File: src/rtl/mat_loop_ctrl.sv
// Three-level (row, column, depth) loop sequencer feeding the MAC stage one index triple per handshake.
// Optional abort input is enabled by defining MAT_LOOP_CTRL_ABORT_EN.
module mat_loop_ctrl #(
  parameter int IDX_WIDTH = 8
) (
  input  logic                 clkIn,
  input  logic                 rstIn,
  input  logic                 startIn,
  input  logic [IDX_WIDTH-1:0] rowsIn,
  input  logic [IDX_WIDTH-1:0] colsIn,
  input  logic [IDX_WIDTH-1:0] depthIn,
`ifdef MAT_LOOP_CTRL_ABORT_EN
  input  logic                 abortIn,
`endif
  output logic                 busyOut,
  output logic                 idxValidOut,
  input  logic                 idxReadyIn,
  output logic [IDX_WIDTH-1:0] rowIdxOut,
  output logic [IDX_WIDTH-1:0] colIdxOut,
  output logic [IDX_WIDTH-1:0] kIdxOut,
  output logic                 lastKOut,
  output logic                 doneOut
);

  typedef enum logic [1:0] {
    IDLE,
    RUN,
    DONE
  } ctrlState_e;

  localparam logic [IDX_WIDTH-1:0] IDX_ONE = IDX_WIDTH'(1);

  ctrlState_e           state;
  logic [IDX_WIDTH-1:0] rowsReg;
  logic [IDX_WIDTH-1:0] colsReg;
  logic [IDX_WIDTH-1:0] depthReg;

  logic abortReq;
  logic handshake;
  logic kLast;
  logic jLast;
  logic iLast;
  logic zeroDim;

`ifdef MAT_LOOP_CTRL_ABORT_EN
  assign abortReq = abortIn;
`else
  assign abortReq = 1'b0;
`endif

  // Equality against dimension-1 only; in RUN every dimension is >= 1, so no underflow matters.
  assign kLast     = (kIdxOut   == depthReg - IDX_ONE);
  assign jLast     = (colIdxOut == colsReg  - IDX_ONE);
  assign iLast     = (rowIdxOut == rowsReg  - IDX_ONE);
  assign handshake = idxValidOut & idxReadyIn;
  assign lastKOut  = idxValidOut & kLast;
  assign zeroDim   = (rowsIn == '0) || (colsIn == '0) || (depthIn == '0);

  // NOTE: all state and outputs here are flops, so only non-blocking assignments are used;
  // reset is sampled on the clock edge because the surrounding fabric uses synchronous reset.
  always_ff @(posedge clkIn) begin
    if (rstIn) begin
      state       <= IDLE;
      rowsReg     <= '0;
      colsReg     <= '0;
      depthReg    <= '0;
      rowIdxOut   <= '0;
      colIdxOut   <= '0;
      kIdxOut     <= '0;
      idxValidOut <= 1'b0;
      busyOut     <= 1'b0;
      doneOut     <= 1'b0;
    end else begin
      case (state)
        IDLE: begin
          doneOut     <= 1'b0;
          busyOut     <= 1'b0;
          idxValidOut <= 1'b0;
          if (startIn) begin
            rowsReg   <= rowsIn;
            colsReg   <= colsIn;
            depthReg  <= depthIn;
            rowIdxOut <= '0;
            colIdxOut <= '0;
            kIdxOut   <= '0;
            busyOut   <= 1'b1;
            if (zeroDim) begin
              // Empty job: report completion without emitting any triple.
              state   <= DONE;
              doneOut <= 1'b1;
            end else begin
              state       <= RUN;
              idxValidOut <= 1'b1;
            end
          end
        end

        RUN: begin
          if (abortReq) begin
            state       <= IDLE;
            idxValidOut <= 1'b0;
            busyOut     <= 1'b0;
            rowIdxOut   <= '0;
            colIdxOut   <= '0;
            kIdxOut     <= '0;
          end else if (handshake) begin
            if (!kLast) begin
              kIdxOut <= kIdxOut + IDX_ONE;
            end else begin
              kIdxOut <= '0;
              if (!jLast) begin
                colIdxOut <= colIdxOut + IDX_ONE;
              end else begin
                colIdxOut <= '0;
                if (!iLast) begin
                  rowIdxOut <= rowIdxOut + IDX_ONE;
                end else begin
                  state       <= DONE;
                  idxValidOut <= 1'b0;
                  doneOut     <= 1'b1;
                end
              end
            end
          end
        end

        DONE: begin
          state       <= IDLE;
          doneOut     <= 1'b0;
          busyOut     <= 1'b0;
          idxValidOut <= 1'b0;
        end

        default: begin
          state       <= IDLE;
          doneOut     <= 1'b0;
          busyOut     <= 1'b0;
          idxValidOut <= 1'b0;
        end
      endcase
    end
  end

endmodule

File: config.mk
export PLATFORM = sky130hd
export DESIGN_NAME = mat_loop_ctrl
export DESIGN_NICKNAME = d
export VERILOG_FILES = /design/src/rtl/mat_loop_ctrl.sv
export SDC_FILE = /design/constraint.sdc
export NUM_CORES = 1
export LEC_CHECK = 0
export CORE_ASPECT_RATIO = 2
export CORE_UTILIZATION = 63
export CTS_BUF_LIST = sky130_fd_sc_hd__clkbuf_8 sky130_fd_sc_hd__clkbuf_16
export DETAILED_ROUTE_END_ITERATION = 8
export DONT_BUFFER_PORTS = 1
export PLACE_DENSITY_LB_ADDON = 0.1
export SLEW_MARGIN = 10
export SYNTH_ARGS = -nofsm -noshare
export SYNTH_HDL_FRONTEND = slang
export SYNTH_SLANG_ARGS = --single-unit
File: constraint.sdc
create_clock -name clkIn -period 3.5 [get_ports clkIn]
set_input_delay 0 -clock clkIn [delete_from_list [all_inputs] [get_ports clkIn]]
set_output_delay 0 -clock clkIn [all_outputs]
set_load 0.01 [all_outputs]
Word level (Yosys, flattened, before mapping):

Cells that the tools add are included.

* flip-flop bits (word level): 53
* latch bits: 0
* bits in writable memories: 0
* memory bits (read-only): 0
* bits of input ports: 28
* output and inout bits: 28
* word-level logic and storage cells: 77
* memories kept: 0

* add/subtract/negate cells: 6
* $mul: 0
* divide/modulo/power cells: 0
* magnitude comparators: 0
* eq/ne operators: 10
* shift-type cells: 0
* muxes and demuxes: 36
* bitwise operators: 2
* reduce and logical (&&, ||, !) cells: 13

Operator list (number)
* 8-bit two-way mux: 10
* 8-bit case mux with 2 select lines: 3
* 8-bit by 1-bit adder with 8-bit output (second input constant): 3
* 8-bit equality test: 3
* 8-bit logical NOT: 3
* 8-bit by 1-bit subtractor with 8-bit output (second input constant): 3
* 1-bit two-way mux: 13
* 2-bit two-way mux: 6
* 2-bit inequality test (second input constant): 6
* 4-bit AND reduction: 2
* 1-bit case mux with 2 select lines: 3
* 6-bit AND reduction: 1
* 5-bit AND reduction: 1
* 2-bit case mux with 2 select lines: 1
* 3-bit AND reduction: 1
* 1-bit bitwise AND: 2
* 2-bit by 1-bit equality test with 1-bit output (second input constant): 1
* 2-bit logical NOT: 1
* 1-bit logical OR: 2
* 2-bit AND reduction: 1
* 2-bit nonzero test: 1

Logic depth before layout (Yosys ltp):

* word-level depth: 7
* mapped depth: 10
* gate-level depth less buffers: 9

Worst setup path after synthesis:

Ideal clock, no wire load.

* kind: register -> register
* from: register depthReg[0]
* to: register rowIdxOut[7]
* library setup time: 0.118 ns
* arrival time: 2.507 ns
* required time: 3.382 ns
* slack: 0.875 ns
* cell stages (with the launch flop): 10
* buffers on the path: 0
* period minus slack after synthesis: 2.625 ns
* path through: dfxtp_1 inv_1 ha_1 or3b_2 o21ai_0 nand4_1 o31ai_4 nand3_4 or4_1 mux2i_1

* cells in the longest elaborated chain, start to end: 4

Ends and longest elaborated chain
* start: declaration: RTL line 36 `logic [IDX_WIDTH-1:0] depthReg;`
* start signal: assignment: RTL line 82 `depthReg <= depthIn;`
* 8-bit by 1-bit subtractor with 8-bit output: RTL line 52 `assign kLast = (kIdxOut == depthReg - IDX_ONE);`
* 8-bit equality test: RTL line 52
* 2-bit inequality test (no source line)
* 6-bit AND reduction (no source line)
* end signal: assignment: RTL line 116 `rowIdxOut <= rowIdxOut + IDX_ONE;`
* end: declaration: RTL line 18 `output logic [IDX_WIDTH-1:0] rowIdxOut,`

Every way passes these cells.
A chain may end at the register's enable or synchronous reset.

Final worst setup path:

* from: register depthReg[0]
* to: register colIdxOut[6]

* cells in the longest elaborated chain, start to end: 4

Ends and longest elaborated chain
* 8-bit by 1-bit subtractor with 8-bit output: RTL line 52
* 8-bit equality test: RTL line 52
* 2-bit inequality test (no source line)
* 4-bit AND reduction (no source line)
* end signal: assignment: RTL line 112 `colIdxOut <= colIdxOut + IDX_ONE;`
* end: declaration: RTL line 19 `output logic [IDX_WIDTH-1:0] colIdxOut,`

Every way passes these cells.

==> impl_metrics.yaml <==
floorplan:
  core_um2: 4598
  std_cell_rows: 35
  chipHeight_um: 100.1
  dieArea_um2: 5110
  io_pins: 56
  die_x_um: 51.05
  start_util_pct: 65.93
setup_path:
  critical_path.max_fanout: 8
  worstSetupPathType: "reg2reg"
  reg2reg_slack_ns: 0.59
  crit_slowest_cell: "or4_1"
  cp_data_required_time_ns: 3.74
  start_kind: "flip-flop"
  path_cells: "inv_1, ha_1, or3b_2, o21ai_0, nand4_1, o31ai_4, nand2_1, or4_1, a21oi_1"
  worstSetupEndpointType: "flip-flop"
  path_buf_inv: 1
  crit-reg2reg-launch: "depthReg[0]"
  max_stage_delay_ns: 0.54
  cp-startpoint: "depthReg[0]"
  timing.rr.end: "colIdxOut[6]"
  worst_r2r_path_depth: 9
  cp.depth: 9
  arrival_ns: 3.15
  path_delay_family: "simple AND/OR/NAND/NOR gates"
  critPathCapture: "colIdxOut[6]"
yosys:
  synth_seq_cells: 53
  yosys.area_share.xor_xnor_pct: 10.28
  synth_edf_count: 0
  syn_nets: 414
  yosysSeqAreaShare_pct: 35.00
  synth_top_family_by_area: "simple AND/OR/NAND/NOR gates"
  synthDistinctLibCells: 56
  synth_compound_gate_area_share_pct: 15.97
  yosys.area_share.simple_pct: 30.33
  synth_async_sr_flop_share_pct: 0
  synth_cells: 380
  synthAdderAreaFrac_pct: 2.476
  synth.yosys.warnings: 0
  synth_mux_area_share_pct: 2.311
  netlist_area_um2: 3032
  ys.flop_type: "dfxtp_1"
  syn_area_per_cell_um2: 7.978
sta:
  tns_ns: 0
  hold_violations: 0
  finalMaxSlewViolations: 0
  fin_worst_skew_ns: 0.006743
  max_freq_mhz: 343.9
  tightest_slew_ns: 0.6220
  setup_violations: 0
  min_period_ns: 2.908
  max_slew_margin_pct: 58.21
  fin_crit_sh_pct: 83.08
  timing.hold.ws_ns: 0.02682
  rsz0062_at_grt: "no"
cts:
  hold_buffers: 37
  insertion_delay_ns: 0.30
  path_clk_slew_ns: 0.09
  root_buffer: "clkbuf_8"
  post_cts_resized: 0
  cts_tree: "done"
  clockBufferDepth: 2
  cts_buffers: 5
  cts_sinks: 53
  post_cts_buffers: 0
  cts_max_level: 2
cells_and_area:
  final_nets: 442
  area_growth_pct: 17.09
  regArea_um2: 1061
  diodes: 0
  multiInputGateArea_um2: 1863
  final_common_cell: "nand2_1"
  nFillCells: 342
  final_cell_mix: "nand2_1, dfxtp_1, a21oi_1, dlygate4sd3_1, nor2_1"
  drive_gt1_share_pct: 6.846
power_and_ir_drop:
  pwr-share-comb_pct: 20.8
  p_int_uw: 1001
  netSwitchingPower_uw: 401.0
  p_sw_share_pct: 28.60
  p_leak_uw: 0.001337
  power_frac_clock_pct: 31.0
  p_seq_share_pct: 48.2
  power_density_nw_per_um2: 395.0
  vdd_drop_max_mv: 0.3104
  p_total_uw: 1402
global_routing:
  antenna_found_initial: 0
  grt_usage_pct: 33.06
  grt_pass1_vias: 2855
  gr-total-overflow: 0
  grt_max_degree: 46
  grt_pass1_wl_mm: 12.72
placement:
  port_buffers: 0
  hpwl_mm: 5.673
  place.gp.congestion: 0.8999
routing:
  via_per_inst: 6.153
  drc: 0
  dr.first_iter.drc_count: 41
  routedWlPerCell_um: 17.55
  drt_wl_total_mm: 8.145
  dr.pass1.iters: 4
  dr_total_vias: 2855
  antenna_left: 0
job:
  cap_violations: 0
outcome:
  status: "finished clean"
worst_hold_path:
  hold_path.class: "in2reg"
worst min path at each step:
stage	start	endpoint	depth (start not counted)
2_1_floorplan	colsIn[7]	colsReg[7]	2
3_3_place_gp	rstIn	state[0]	1
3_5_place_dp	rstIn	depthReg[7]	1
4_1_cts	idxReadyIn	idxValidOut	3
5_1_grt	idxReadyIn	idxValidOut	3
6_report	idxReadyIn	idxValidOut	3
layer usage:
metal | GRT usage (%) | wire length (um) | vias up
met1 | 29.55 | 2775 | 1366
met4 | 20.09 | 386 | 0
met2 | 64.37 | 4691 | 70
met3 | 5.455 | 291 | 27
met5 | 0 | 0 | -
li1 | - | - | 1392
cells in the mapped netlist, drive strengths merged, types with 2 or more instances:
| master | count | area share, % |
|---|---|---|
| a2111oi | 2 | 1.2 |
| a211oi | 2 | 0.66 |
| a21boi | 2 | 0.50 |
| a21o | 3 | 0.74 |
| a21oi | 37 | 6.1 |
| a32oi | 2 | 0.58 |
| a41o | 2 | 0.66 |
| and3 | 5 | 1.0 |
| buf | 2 | 0.29 |
| clkbuf | 16 | 2.0 |
| dfxtp | 53 | 35 |
| ha | 6 | 2.5 |
| inv | 11 | 1.4 |
| mux2i | 7 | 2.3 |
| nand2 | 70 | 8.7 |
| nand2b | 9 | 1.9 |
| nand3 | 14 | 2.7 |
| nand4 | 10 | 2.1 |
| nor2 | 23 | 2.8 |
| nor2b | 4 | 0.83 |
| nor3 | 8 | 1.3 |
| nor3b | 2 | 0.66 |
| nor4 | 8 | 1.7 |
| o21ai | 6 | 0.99 |
| o31ai | 2 | 0.95 |
| or2 | 4 | 0.83 |
| or3 | 11 | 2.3 |
| or3b | 3 | 0.87 |
| or4 | 5 | 1.4 |
| xnor2 | 16 | 4.6 |
| xor2 | 17 | 4.9 |
cells by family (layout without fill, tap and decap cells):
logic type                 count (synthesis)  count (layout)
buffers and inverters                     29              58
and+or+nand+nor                          181             181
DFF                                       53              53
muxes                                      7               7
adders and majority gates                  6               6
xor gates and xnor gates                  34              34
AOI/OAI and AO/OA                         70              70
flip-flops by register name (all words and copies together), names as in the netlist:
signal	count
depthReg	8
rowIdxOut	8
doneOut	1
state	2
colsReg	8
idxValidOut	1
busyOut	1
kIdxOut	8
rowsReg	8
colIdxOut	8
worst min-delay path, delay by kind of cell:
family | cells | cell delay [ns]
simple gates | 1 | 0.06
compound gates | 2 | 0.23
through the flow:
stage / std cells / util (%) / setup slack, ns / instance area (um^2)
after floorplan: 380 / - / 0.8748 / 3032
after global routing: 464 / 77.20 / 0.4137 / 3550
after CTS: 464 / 77.20 / 0.6303 / 3550
final: 464 / 77.20 / 0.5921 / 3550
after global placement: 419 / 66.31 / 0.7850 / 3049
after detailed placement: 419 / 66.31 / 0.6613 / 3049
power groups by stage:
stage	Clock (uW)	Sequential (uW)	Combinational [uW]
2_1_floorplan	0	675	210
3_3_place_gp	0	687	237
3_5_place_dp	0	688	244
4_1_cts	444	674	289
5_1_grt	461	680	319
6_report	435	675	292
area by class of cell:
type | instances | share of cell area, %
sequential | 53 | 29.89
timing repair buffer | 39 | 11.14
clock buffer | 6 | 2.326
tap | 55 | 1.939
multi-input combinational | 298 | 52.49
clock inverter | 2 | 1.057
inverter | 11 | 1.163
No activity file was read; power rests on OpenSTA's default activity.
